**config.mk**
```make
export PLATFORM = sky130hd
export DESIGN_NAME = nco_dout_splitter
export DESIGN_NICKNAME = d
export VERILOG_FILES = /design/src/rtl/nco_io_pkg.sv /design/src/rtl/sync_fifo.sv /design/src/rtl/nco_dout_splitter.sv
export SDC_FILE = /design/constraint.sdc
export NUM_CORES = 1
export LEC_CHECK = 0
export ABC_AREA = 1
export BUFFER_PORTS_ARGS = -buffer_cell sky130_fd_sc_hd__buf_2
export CAP_MARGIN = 25
export CORE_ASPECT_RATIO = 1.25
export CORE_MARGIN = 1.5
export CORE_UTILIZATION = 35
export DETAILED_ROUTE_END_ITERATION = 8
export GPL_ROUTABILITY_DRIVEN = 0
export PLACE_DENSITY = 0.47
export SLEW_MARGIN = 20
export SYNTH_ARGS = -nofsm -noshare
export SYNTH_HDL_FRONTEND = slang
export SYNTH_SLANG_ARGS = --single-unit
```
**constraint.sdc**
```tcl
create_clock -name clk -period 2.6 [get_ports clk]
set_input_delay 0.26 -clock clk [delete_from_list [all_inputs] [get_ports clk]]
set_output_delay 0.26 -clock clk [all_outputs]
set_load 0.1 [all_outputs]
```
**src/rtl/nco_io_pkg.sv**
```systemverilog
// Shared constants and splitter state encoding for the NCO pad-side logic.
package nco_io_pkg;

  localparam int SAMP_W = 12;
  localparam int NIB_W  = 4;
  localparam int BEATS  = SAMP_W / NIB_W;

  typedef enum logic [1:0] {
    IDLE = 2'd0,
    B0   = 2'd1,
    B1   = 2'd2,
    B2   = 2'd3
  } split_state_t;

endpackage

```
**src/rtl/sync_fifo.sv**
```systemverilog
// Small synchronous FIFO: registered pointers plus occupancy count, head entry always on dout.
module sync_fifo #(
  parameter int WIDTH = 12,
  parameter int DEPTH = 8
) (
  input  logic             clk,
  input  logic             rst,
  input  logic             push,
  input  logic [WIDTH-1:0] din,
  input  logic             pop,
  output logic [WIDTH-1:0] dout,
  output logic             full,
  output logic             empty
);

  localparam int PTR_W = $clog2(DEPTH);

  logic [WIDTH-1:0] mem [DEPTH];
  logic [PTR_W-1:0] wr_ptr;
  logic [PTR_W-1:0] rd_ptr;
  logic [PTR_W:0]   count;
  logic             push_ok;
  logic             pop_ok;

  assign full    = (count == (PTR_W+1)'(DEPTH));
  assign empty   = (count == '0);
  assign push_ok = push && !full;
  assign pop_ok  = pop && !empty;
  assign dout    = mem[rd_ptr];

  // Storage carries no reset; only pointers and count define what is valid.
  always_ff @(posedge clk) begin
    if (push_ok) mem[wr_ptr] <= din;
  end

  always_ff @(posedge clk) begin
    if (rst) begin
      wr_ptr <= '0;
      rd_ptr <= '0;
      count  <= '0;
    end else begin
      if (push_ok) wr_ptr <= wr_ptr + 1'b1;
      if (pop_ok)  rd_ptr <= rd_ptr + 1'b1;
      case ({push_ok, pop_ok})
        2'b10:   count <= count + 1'b1;
        2'b01:   count <= count - 1'b1;
        default: count <= count;
      endcase
    end
  end

endmodule

```
**src/rtl/nco_dout_splitter.sv**
```systemverilog
// Buffers NCO samples and emits each off-chip as MS-first nibbles with a frame-start flag.
// Handshake: a nibble is offered while NVld=1 and is consumed on a rising edge where Hold=0;
// while Hold=1 every output stays stable. The NCO side has no backpressure: Vld is always taken.
module nco_dout_splitter
  import nco_io_pkg::*;
#(
  parameter int DEPTH  = 8,
  parameter int SAMP_W = nco_io_pkg::SAMP_W,
  parameter int NIB_W  = nco_io_pkg::NIB_W
) (
  input  logic              clk,
  input  logic              rst,
  input  logic              Vld,
  input  logic [SAMP_W-1:0] Dout,
  input  logic              Hold,
  output logic [NIB_W-1:0]  Nout,
  output logic              NVld,
  output logic              NFirst,
  output logic              Ovf,
  output logic [1:0]        dbg_state
);

  split_state_t      state;
  split_state_t      state_nxt;
  logic [SAMP_W-1:0] sr;
  logic [SAMP_W-1:0] fifo_dout;
  logic              fifo_full;
  logic              fifo_empty;
  logic              fifo_pop;
  logic              beat_taken;

  assign beat_taken = (state != IDLE) && !Hold;
  // Load a new sample from IDLE or straight after the last beat, so frames run back to back.
  assign fifo_pop   = !Hold && !fifo_empty && ((state == IDLE) || (state == B2));

  sync_fifo #(
    .WIDTH (SAMP_W),
    .DEPTH (DEPTH)
  ) u_fifo (
    .clk   (clk),
    .rst   (rst),
    .push  (Vld),
    .din   (Dout),
    .pop   (fifo_pop),
    .dout  (fifo_dout),
    .full  (fifo_full),
    .empty (fifo_empty)
  );

  always_ff @(posedge clk) begin
    if (rst) state <= IDLE;
    else     state <= state_nxt;
  end

  always_comb begin
    state_nxt = state;
    case (state)
      IDLE:    if (!fifo_empty && !Hold) state_nxt = B0;
      B0:      if (!Hold) state_nxt = B1;
      B1:      if (!Hold) state_nxt = B2;
      B2:      if (!Hold) state_nxt = fifo_empty ? IDLE : B0;
      default: state_nxt = IDLE;
    endcase
  end

  // The current beat always sits in the top nibble; each consumed beat shifts the next one up.
  always_ff @(posedge clk) begin
    if (rst) begin
      sr <= '0;
    end else if (fifo_pop) begin
      sr <= fifo_dout;
    end else if (beat_taken) begin
      sr <= sr << NIB_W;
    end
  end

  // Full is judged before any same-edge pop, so a sample arriving while full is lost.
  always_ff @(posedge clk) begin
    if (rst)                  Ovf <= 1'b0;
    else if (Vld && fifo_full) Ovf <= 1'b1;
  end

  always_comb begin
    Nout   = '0;
    NVld   = (state != IDLE);
    NFirst = (state == B0);
    if (state != IDLE) Nout = sr[SAMP_W-1 -: NIB_W];
  end

  assign dbg_state = state;

endmodule

```
* Word-level counts from Yosys, hierarchy flattened
Memories as Yosys holds them, arrays and structs flattened. A register that Yosys moved wholly into a read port is not among the register bits.
Cells that the tools add are included.
** Storage, ports and cells
- Output and inout bits :: 9
- RAM bits :: 96
- Word-level logic and storage cells :: 51
- Memories :: 1
- Input port bits :: 16
- Register bits :: 25
** Operators by class
- $add $sub $neg :: 4
- Muxes and demuxes :: 14
- Reduce and logical (&&, ||, !) cells :: 16
- Eq/ne operators :: 10
** Memories
- u_fifo.mem :: words 8, width 12, read ports 1, clocked after memory_dff 1, wr ports 1, line sync_fifo.sv:18 : logic [WIDTH-1:0] mem [DEPTH];
** Operator list (count)
- 12-bit 2-to-1 mux :: 2
- 2-bit 2-to-1 mux :: 4
- 2-bit case mux with 4 select lines :: 1
- 4-bit case mux with 2 select lines :: 1
- 3-bit by 1-bit adder with 3-bit output, second input constant :: 2
- 2-bit == test, second input constant :: 3
- 1-bit logical AND :: 6
- 3-bit 2-to-1 mux :: 2
- 2-bit inequality test, second input constant :: 3
- 2-bit nonzero test :: 3
- 4-bit by 1-bit adder with 4-bit output, second input constant :: 1
- 2-bit by 1-bit == test with 1-bit output, second input constant :: 2
- 4-bit == test, second input constant :: 1
- 4-bit logical NOT :: 1
- 4-bit 2-to-1 mux :: 1
- 4-bit AND reduction :: 1
- 4-bit by 1-bit subtractor with 4-bit output, second input constant :: 1
- 1-bit logical NOT :: 3
- 1-bit 2-to-1 mux :: 3
- 2-bit logical NOT :: 1
- 2-bit by 1-bit inequality test with 1-bit output, second input constant :: 1
- 1-bit logical OR :: 1

* Longest topological paths before layout
- Depth in word-level cells :: 7
- Gate-level depth with buffers :: 15
- Gate-level depth less buffers :: 14

* Hierarchy
From an unflattened synthesis, not the netlist that was laid out.
** Unflattened totals
- Cell total of the unflattened synthesis :: 489
- Area, all modules :: 5282.6 sq um
** Modules (own cells, without submodules)
- sync_fifo :: cells an instance 366, times used 1, area an instance 4428.0 sq um, seq. area each 3143.0 sq um
- nco_dout_splitter :: cells an instance 123, times used 1, area an instance 854.6 sq um, seq. area each 300.3 sq um

* Worst setup path after synthesis
Ideal clock, no wire load.
- Path type :: reg-to-output
- From :: register state[1] (netlist: dbg_state[1])
- To :: output Nout[0]
- Path buffers :: 0
- Data arrival time :: 2770 ps
- Required time :: 2340 ps
- Cell stages (with the launch flop) :: 4
- Slack :: -430 ps
- Cell sequence :: dfxtp_1 > inv_1 > ha_1 > nor2_1
** Between the ends
- Word-level cells in the longest chain between the ends :: 2
** Ends and longest elaborated chain
- from (decl) :: line nco_dout_splitter.sv:23 : split_state_t state;
- from (signal assigned) :: line nco_dout_splitter.sv:52 : else state <= state_nxt;
- 2-bit nonzero test :: line nco_dout_splitter.sv:87 : if (state != IDLE) Nout = sr[SAMP_W-1 -: NIB_W];
- 4-bit 2-to-1 mux :: line nco_dout_splitter.sv:87
- to (decl) :: line nco_dout_splitter.sv:16 : output logic [NIB_W-1:0] Nout,
No other way between the ends.

* Worst setup path in the final report
- From :: register state[0] (netlist: dbg_state[0])
- To :: register u_fifo.count[2]
** Between the ends
- Word-level cells in the longest chain between the ends :: 6
- Elaborated cells between the ends (all ways) :: 9
- Classes of those cells :: eq/ne: 3; mux: 1; reduce/logical: 5
** Ends and longest elaborated chain
- 2-bit == test / 2-bit logical NOT (equally long branches) :: line nco_dout_splitter.sv:34 : assign fifo_pop = !Hold && !fifo_empty && ((state == IDLE) || (state == B2));
- 1-bit logical OR * :: line nco_dout_splitter.sv:34
- 1-bit logical AND * :: line nco_dout_splitter.sv:34
- 1-bit logical AND * :: line sync_fifo.sv:28 : assign pop_ok = pop && !empty;
- 2-bit by 1-bit == test with 1-bit output / 2-bit == test (equally long branches) :: line sync_fifo.sv:44 : case ({push_ok, pop_ok})
- 4-bit case mux with 2 select lines / 2-bit nonzero test (equally long branches)
- to (signal assigned) :: line sync_fifo.sv:45 : 2'b10: count <= count + 1'b1;
- to (signal assigned) :: line sync_fifo.sv:46 : 2'b01: count <= count - 1'b1;
- to (signal assigned) :: line sync_fifo.sv:47 : default: count <= count;
- to (decl) :: line sync_fifo.sv:21 : logic [PTR_W:0] count;
Mark *: on every way between the ends. The rest lies on a longest branch, timed or not.
A chain may end at the register's enable or synchronous reset.

==> summary.md <==
| Metric | Value |
|---|---|
| Status | completed |
| Startpoint Class | flop |
| Ports | 25 |
| GRT overflow | 0 |
| Pwr/cell area | 1010 nW/um^2 |
| Normalized max-slew margin | 47.2% |
| Height of the die | 138 um |
| Pin count of the biggest net entering global routing | 49 |
| Die W | 111 um |
| Area occupied by multi-input gates | 1440 um^2 |
| CTS tree | done |
| Routed vias/inst | 4.84 |
| Via count | 3,446 |
| Synth Net Count | 510 |
| Vias in the first global route | 3,407 |
| Worst EP required | 2.90 ns |
| F_max | 0.462 GHz |
| Part of the cycle the worst path needs | 83.3% |
| Post-layout min period | 2.17 ns |
| CTS root buf | clkbuf_16 |
| Final-report setup violation count | 0 |
| Skew-Pair Late Insertion Delay | 0.41 ns |
| Residual DRC | 0 |
| Hold WS | 0.122 ns |
| Crit Path Max Fanout | 7 |
| Synth cell types | 24 |
| Mapped Avg Cell Area | 10.6 um^2 |
| Hold Path Depth | 1 |
| I/O Buffers | 24 |
| Detailed Routing Iterations Pass 1 | 4 |
| Synthesis-to-layout area growth | 17.0% |
| Design area | 6000 um^2 |
| # fillers | 1,415 |
| Global Route Usage Sum | 16.5% |
| DP Area | 5460 um^2 |
| Post-CTS Resized | 0 |
| Total power | 6.07 mW |
| Site Rows | 49 |
| Peak supply drop | 0.636 mV |
| Post-Syn Instances | 485 |
| Leak | 2.27 nW |
| Ratio of cells with drive above 1 in the final layout | 13.3% |
| R2R cell count | 13 |
| Clk sink count | 124 |
| Clock transition at path regs | 0.05 ns |
| Synth warn | 0 |
| RSZ-0062 raised after global routing | no |
| Dpl cells | 680 |
| First-pass GRT wire length | 19.0 mm |
| Die area | 15,400 um^2 |
| Sequential area share after synthesis | 67.2% |
| Initial Utilization | 35.7% |
| Hold-fix buffers at CTS | 0 |
| Arrival time of the worst setup path | 2.47 ns |
| H-tree levels | 4 |
| 1st-iter DRT viols | 171 |
| CTS Buf Count | 17 |
| Worst-case clock buffer depth | 2 |
| Post-CTS setup buffers | 0 |
| Wire per inst | 16.7 um |
| Post-layout net count | 546 |
| Finished Layout Cells | 712 |
| Critical path class | reg2reg |
| Reg area | 3450 um^2 |
| Syn Std Cell Area | 5120 um^2 |
| Routed Antenna Nets | 0 |
| Max Cap Viol | 0 |
| Final hold vios | 0 |
| Worst min-delay path class | in2reg |
| Setup Skew | 0.00720 ns |
| Seq cells post-synth | 124 |
| ANT cells | 0 |
| Post-DP HPWL | 6.95 mm |
| Kind of end point of the critical path | flop |
| Slew of the pin with the lowest slew margin | 0.792 ns |
| Routed WL | 11.9 mm |
| Setup TNS | 0 ns |
| Initial antenna violation count | 0 |
| Core area | 14,300 um^2 |
| Final Max Slew Viols | 0 |
[kinds of logic after synthesis]
group / count (synthesis) / synth area share, %
compound gates: 79 / 7.79
xor+xnor: 2 / 0.342
fa+ha+maj: 9 / 2.20
buf+inv: 52 / 4.71
flops: 124 / 67.2
simple gates: 219 / 17.8
[sequential cells by signal, indices dropped and copies added, names as in the netlist, named ones only]
register	count
u_fifo.count	4
sr	12
u_fifo.rd_ptr	3
u_fifo.mem	96
dbg_state	2
Ovf	1
u_fifo.wr_ptr	3
[worst paths after layout]
kind	from	to	slack, ns
max	dbg_state[0]	u_fifo.count[2]	0.43
min reg2reg	Ovf	Ovf	0.44
max reg2reg	dbg_state[0]	u_fifo.count[2]	0.43
min	Dout[9]	u_fifo.mem[6][9]	0.12
[layout make-up]
type	instances	share of cell area [%]
clock buffers	20	7.28
clock inverters	12	1.73
inverters	31	1.94
multi-input cells	309	24.0
flip-flops and latches	124	57.6
well taps	178	3.71
repair buffers	38	3.76
[metrics by stage]
step	util, %	setup slack [ns]
detailed placement	38.0	0.435
CTS	41.8	0.418
global route	41.8	0.249
floorplan	-	0.130
finish	41.8	0.434
global placement	38.0	0.496
[worst max-delay path, cell delays in order (launching register included)]
cell	delay [ns]
dfxtp_4	0.37
inv_1	0.07
ha_1	0.31
nand3b_2	0.23
inv_2	0.07
ha_1	0.19
nand2_1	0.08
inv_1	0.06
nor2_1	0.06
ha_1	0.18
a21oi_1	0.14
xnor2_1	0.09
o21ai_0	0.14
inv_1	0.06
[Yosys cell counts]
master | n | share of area (%)
nor2_1 | 87 | 6.4
a31oi_1 | 1 | 0.12
buf_6 | 3 | 0.66
o21ai_1 | 8 | 0.78
edfxtp_1 | 96 | 56
o21ai_0 | 46 | 4.5
clkbuf_1 | 7 | 0.51
dfxtp_1 | 28 | 11
o211ai_1 | 1 | 0.15
ha_1 | 9 | 2.2
nand2_2 | 1 | 0.12
inv_1 | 28 | 2.1
nor2_2 | 1 | 0.12
xor2_1 | 1 | 0.17
nand3_1 | 50 | 4.9
inv_2 | 3 | 0.22
nand3_2 | 1 | 0.20
xnor2_1 | 1 | 0.17
a21oi_1 | 23 | 2.2
nand3b_2 | 1 | 0.22
buf_4 | 4 | 0.59
nand2_1 | 75 | 5.5
buf_2 | 7 | 0.68
nand4_1 | 3 | 0.37
[layer usage]
layer  up-vias  global-route usage (%)  share of wire (%)
li1       1738                       -                  -
met2        78                    27.3                 50
met1      1616                    20.6                 44
met4         0                    7.00                1.5
met3        14                    4.21                4.4
met5         -                       0                  0
[power by group]
group | leakage, nW | internal [mW] | total, mW | switching, mW
Clock | 0.269 | 1.38 | 2.17 | 0.789
Sequential | 1.10 | 2.32 | 2.42 | 0.0944
Combinational | 0.896 | 0.400 | 1.48 | 1.08
Total | 2.27 | 4.11 | 6.07 | 1.96
[cells in the final DEF, fill, tap and decap left out]
| cell | count |
|---|---|
| nand3_1 | 50 |
| o21ai_1 | 8 |
| nor2_2 | 1 |
| a21oi_1 | 23 |
| clkbuf_1 | 3 |
| dfxtp_1 | 26 |
| buf_4 | 14 |
| o21ai_0 | 46 |
| nand4_1 | 3 |
| dfxtp_4 | 2 |
| nand3_2 | 1 |
| nor2_1 | 87 |
| clkinv_1 | 5 |
| xnor2_1 | 1 |
| nand3b_2 | 1 |
| nand2_1 | 75 |
| o211ai_1 | 1 |
| nand2_2 | 1 |
| inv_2 | 3 |
| buf_2 | 24 |
| clkbuf_16 | 17 |
| ha_1 | 9 |
| clkinv_2 | 5 |
| inv_1 | 28 |
| edfxtp_1 | 96 |
| bufinv_16 | 2 |
| xor2_1 | 1 |
| a31oi_1 | 1 |
Power figures use the tool's default switching activity.
